### src/rtl/traffic.sv
// ---------------------------------------------------------------------------
// traffic -- two-way intersection light controller (NS / EW approaches).
//
// A combinational preference function picks which direction should hold
// right-of-way. A phase FSM runs the green -> yellow -> all-red -> green
// sequence around that function, with minimum and maximum green times.
//
// Ports
//   CLK       in   system clock, rising edge
//   RST       in   asynchronous reset, active-high
//   NSC       in   north-south car present (synchronous to CLK)
//   EWC       in   east-west car present (synchronous to CLK)
//   CURR      out  direction holding right-of-way (0 = NS, 1 = EW)
//   NEXT      out  combinational preferred direction from CURR/NSC/EWC
//   NS_LIGHT  out  NS lamps, one-hot {R,Y,G}
//   EW_LIGHT  out  EW lamps, one-hot {R,Y,G}
//   PHASE     out  current state code
//
// state      | code | meaning
// -----------+------+-----------------------------------------------
// NS_GREEN   |  0   | NS green, EW red (reset state)
// NS_YELLOW  |  1   | NS yellow, EW red
// RED_TO_EW  |  2   | all red, clearing before EW gets green
// EW_GREEN   |  3   | EW green, NS red
// EW_YELLOW  |  4   | EW yellow, NS red
// RED_TO_NS  |  5   | all red, clearing before NS gets green
// (6, 7)     |  -   | illegal, recover to NS_GREEN on next edge
// ---------------------------------------------------------------------------
module traffic #(
   parameter int MIN_GREEN   = 4,
   parameter int MAX_GREEN   = 16,
   parameter int YELLOW_TIME = 3,
   parameter int RED_TIME    = 1,
   parameter int TW          = 8
) (
   input  logic       CLK,
   input  logic       RST,
   input  logic       NSC,
   input  logic       EWC,
   output logic       CURR,
   output logic       NEXT,
   output logic [2:0] NS_LIGHT,
   output logic [2:0] EW_LIGHT,
   output logic [2:0] PHASE
);

   localparam logic [2:0] S_NS_GREEN  = 3'd0;
   localparam logic [2:0] S_NS_YELLOW = 3'd1;
   localparam logic [2:0] S_RED_TO_EW = 3'd2;
   localparam logic [2:0] S_EW_GREEN  = 3'd3;
   localparam logic [2:0] S_EW_YELLOW = 3'd4;
   localparam logic [2:0] S_RED_TO_NS = 3'd5;

   localparam logic [2:0] L_GREEN  = 3'b001;
   localparam logic [2:0] L_YELLOW = 3'b010;
   localparam logic [2:0] L_RED    = 3'b100;

   localparam logic [TW-1:0] T_MIN_M1 = TW'(MIN_GREEN - 1);
   localparam logic [TW-1:0] T_MAX_M1 = TW'(MAX_GREEN - 1);
   localparam logic [TW-1:0] T_YEL_M1 = TW'(YELLOW_TIME - 1);
   localparam logic [TW-1:0] T_RED_M1 = TW'(RED_TIME - 1);

   logic [2:0]    r_state;
   logic [TW-1:0] r_timer;

   logic [2:0]    w_next_state;
   logic          w_curr;
   logic          w_next;
   logic          w_green;
   logic          w_opp_car;
   logic          w_green_exit;

   // Right-of-way moves only when the other side has a car and the current
   // side does not.
   assign w_curr = (r_state == S_EW_GREEN) || (r_state == S_EW_YELLOW) ||
                   (r_state == S_RED_TO_NS);
   assign w_next = w_curr ? ~(NSC & ~EWC) : (EWC & ~NSC);

   assign w_green   = (r_state == S_NS_GREEN) || (r_state == S_EW_GREEN);
   assign w_opp_car = (r_state == S_NS_GREEN) ? EWC : NSC;

   // The max-green term breaks the tie when both approaches keep a car
   // waiting, since the preference function alone would never switch.
   assign w_green_exit = (r_timer >= T_MIN_M1) &&
                         ((w_next != w_curr) ||
                          ((r_timer == T_MAX_M1) && w_opp_car));

   always_comb begin
      w_next_state = r_state;
      case (r_state)
         S_NS_GREEN:  if (w_green_exit)         w_next_state = S_NS_YELLOW;
         S_NS_YELLOW: if (r_timer == T_YEL_M1)  w_next_state = S_RED_TO_EW;
         S_RED_TO_EW: if (r_timer == T_RED_M1)  w_next_state = S_EW_GREEN;
         S_EW_GREEN:  if (w_green_exit)         w_next_state = S_EW_YELLOW;
         S_EW_YELLOW: if (r_timer == T_YEL_M1)  w_next_state = S_RED_TO_NS;
         S_RED_TO_NS: if (r_timer == T_RED_M1)  w_next_state = S_NS_GREEN;
         default:                               w_next_state = S_NS_GREEN;
      endcase
   end

   always_ff @(posedge CLK or posedge RST) begin
      if (RST) begin
         r_state <= S_NS_GREEN;
         r_timer <= '0;
      end else begin
         r_state <= w_next_state;
         if (w_next_state != r_state) begin
            r_timer <= '0;
         end else if (w_green && (r_timer == T_MAX_M1)) begin
            r_timer <= r_timer;
         end else begin
            r_timer <= r_timer + 1'b1;
         end
      end
   end

   always_comb begin
      NS_LIGHT = L_RED;
      EW_LIGHT = L_RED;
      case (r_state)
         S_NS_GREEN:  NS_LIGHT = L_GREEN;
         S_NS_YELLOW: NS_LIGHT = L_YELLOW;
         S_EW_GREEN:  EW_LIGHT = L_GREEN;
         S_EW_YELLOW: EW_LIGHT = L_YELLOW;
         default: begin
            NS_LIGHT = L_RED;
            EW_LIGHT = L_RED;
         end
      endcase
   end

   assign CURR  = w_curr;
   assign NEXT  = w_next;
   assign PHASE = r_state;

endmodule

### config.mk
export PLATFORM = sky130hd
export DESIGN_NAME = traffic
export DESIGN_NICKNAME = d
export VERILOG_FILES = /design/src/rtl/traffic.sv
export SDC_FILE = /design/constraint.sdc
export NUM_CORES = 1
export LEC_CHECK = 0
export ABC_AREA = 1
export CORE_MARGIN = 3
export CORE_UTILIZATION = 49
export CTS_CLUSTER_DIAMETER = 150
export DETAILED_ROUTE_END_ITERATION = 7
export PLACE_DENSITY = 0.76
export RECOVER_POWER = 50
export SYNTH_ARGS = -nofsm -noshare
export SYNTH_HDL_FRONTEND = slang
export SYNTH_SLANG_ARGS = --single-unit
### constraint.sdc
create_clock -name CLK -period 1.99 [get_ports CLK]
set_input_delay 0.2985 -clock CLK [delete_from_list [all_inputs] [get_ports CLK]]
set_output_delay 0.2985 -clock CLK [all_outputs]
set_load 0.02 [all_outputs]
==> impl_metrics.toml, run 1 <==
[status]
status = "completed"

[die]
core_mm2 = 0.001383
die_h_um = 45.63
ios = 15
die-area_mm2 = 0.002082
die_w_um = 45.63
start_util_pct = 55.66
rows = 13

[global_routing]
met3_usage_pct = 7.115
grt_overflow = 0
grt_start_max_net_pins = 12
grt_first_pass_wirelength_mm = 2.532
antenna_found_initial = 0
grt_pass1_vias = 627
grt.busiest_layer = "met2"
track_usage_pct = 17.30
use_met1_pct = 18.89
grtUsageMet2_pct = 30.08

[critical_path]
crit_start = "PHASE[2]"
critPathLaunchType = "flip-flop"
worst_setup_path_end_kind = "output pin"
crit_type = "reg2out"
required_ps = 1690
crit_fanout = 5
worstReg2RegStart = "r_timer[0]"
cp.arrival_ps = 1600

[timing]
post-route-min-period_ps = 1900
slew-limit-headroom_pct = 69.45
worst_pin_slew_ps = 455.2
hold_viol = 0
final-setup-viol-count = 0
fmax_mhz = 526.3
slew_viol_final = 0
grt_setup_unrepaired = "no"
setup-tns-final_ps = 0
clock_skew_ps = 5.323
fin_crit_sh_pct = 95.48

[power]
swShare_pct = 48.86
p_clk_share_pct = 12.4
total_leakage_power_nw = 0.5194
power.share.sequential_pct = 27.3
power_w = 0.001222
ir_drop_mv = 0.7493
combPwrFrac_pct = 60.3
p_switching_w = 0.0005971
p_per_area_mw_per_mm2 = 1280
intPower_w = 0.0006250

[clock_network]
ctsHoldBuffers = 0
cts_tree = "built"
clockRootBuffer = "clkbuf_4"
clk_pin_slew_ps = 70
htreeDepth = 1
clk_path_buf_depth = 2
cts_setup_buffers = 0
clock_latency_ps = 270
cts.sinks = 11
numCtsBuffers = 3

[run]
max-cap-violations = 0

[layout]
diodes = 0
syn_to_final_growth_pct = 24.07
fillers = 134
drive_above_1_share_pct = 11.20
layout.nets = 133

[drt]
detail_route.first_pass.iterations = 4
drt-total-wl_mm = 1.605
ant_nets = 0
viasPerCell = 5.186
detail_route.wl_per_cell_um = 11.46
via_count = 726
drt-initial-drc-count = 5
route.detailed.drc = 0

[yosys]
ys_seq_elements = 11
synth.avg_cell_area_um2 = 7.191
syn_nets = 114
seq_area_frac_synth_pct = 35.77
yosysWarnings = 0
synth_cell_types = 19
syn_area_um2 = 769.5
synth_cells = 107

[placed_design]
portBuffers = 14
dp.final_hpwl_mm = 1.272
gp_congestion = 0.8396

[min_path]
hold_class = "in2async"
[state kept, by name, indices dropped and copies added (netlist names)]
register	count
PHASE	3
r_timer	8
[cells in the final DEF (no fill, tap or decap), types with 4 or more instances in the layout]
cell type | synthesis | routed
clkdlybuf4s50_1 | 0 | 4
nand3_2 | 4 | 4
dfrtp_1 | 11 | 10
xor2_1 | 4 | 4
dlygate4sd2_1 | 0 | 5
nor2_1 | 19 | 19
nand2_1 | 20 | 20
nand3_1 | 9 | 9
o21ai_0 | 6 | 6
inv_1 | 14 | 14
[Yosys cell counts]
master     n  area share [%]
inv_2      3             1.5
nand4_1    2             1.6
dfrtp_1   11              36
nor2_1    19             9.3
xor2_1     4             4.6
nand2_2    2             1.6
nand3_4    1             2.3
ha_1       3             4.9
nand3_1    9             5.9
a21oi_1    1            0.65
inv_1     14             6.8
nand2_1   20             9.8
o21ai_1    1            0.65
o211ai_1   2             2.0
nand3b_1   1            0.98
nor3_1     3             2.0
o21ai_0    6             3.9
or2_1      1            0.81
nand3_2    4             5.2
[metrics by stage]
step,cell area [um^2],std cells,util [%],hold slack (ps),worst slack (ps)
3_5_place_dp,928.4,136,67.15,561.6,27.79
5_1_grt,954.7,140,69.05,490.8,13.31
2_1_floorplan,769.5,107,-,150.9,260.3
4_1_cts,948.4,140,68.60,345.7,16.90
3_3_place_gp,928.4,136,67.15,545.2,85.01
6_report,954.7,140,69.05,466.2,90.00
[power groups by stage]
| stage | Clock, W | Combinational [W] | Sequential (W) |
|---|---|---|---|
| detailed placement | 0 | 0.000775 | 0.000335 |
| finish | 0.000152 | 0.000737 | 0.000334 |
| global placement | 0 | 0.000764 | 0.000335 |
| global route | 0.000173 | 0.000820 | 0.000340 |
| floorplan | 0 | 0.000500 | 0.000349 |
| CTS | 0.000157 | 0.000753 | 0.000333 |
[routing by layer]
layer  wire (um)  vias up
met5           0        -
met4          14        0
met3          83        4
met2         746       17
met1         760      326
li1            -      379
[cell families (layout without fill, tap and decap cells)]
group,after synthesis,in the layout,share of synthesized area (%)
and+or+nand+nor,62,62,39.35
buffers and inverters,17,35,8.293
DFF,11,11,35.77
AOI/OAI and AO/OA,10,10,7.153
xor gates and xnor gates,4,4,4.552
adders and majority gates,3,3,4.879
[final timing paths]
path                               to  slack [ps]  cells after the start
max                              NEXT          90                      6
min                        r_timer[6]         470                      2
max reg2reg                r_timer[2]         240                     11
min reg2reg                r_timer[7]         570                      2
max in group asynchronous    PHASE[0]        1200                      2
min in group CLK           r_timer[7]         570                      2
[what timing repair did]
| item | 4_1_cts | 5_1_grt |
|---|---|---|
| endpoints found under the setup margin | 5 | 2 |
| hold endpoints to repair | 0 | 0 |
| gates resized for setup | 5 | 3 |
[final cells by class]
type,instances,area (um^2),share of cell area (%)
Clock buffer,4,26.28,2.752
Inverter,17,63.81,6.684
Multi-Input combinational cell,79,430.4,45.09
Sequential cell,11,276.5,28.96
Tap cell,15,18.77,1.966
Timing Repair Buffer,14,138.9,14.55
[worst max-delay path, cell delays in order (launching register included)]
cell           delay, ps
dfrtp_1              430
inv_1                130
nand3_2              140
nand3_2              130
nand2_1               70
o21ai_0               70
dlygate4sd2_1        360
No activity file was read; power rests on OpenSTA's default activity.
==> run 2: changes to the inputs <==
- CTS_CLUSTER_DIAMETER: 150 -> 50
==> results of run 2 <==
Final layout, timing and power as in run 1 (identical DEF).
==> run 3: changes to the inputs <==
- CAP_MARGIN: default -> 10
==> results of run 3 <==
Final layout, timing and power as in run 1 (identical DEF).
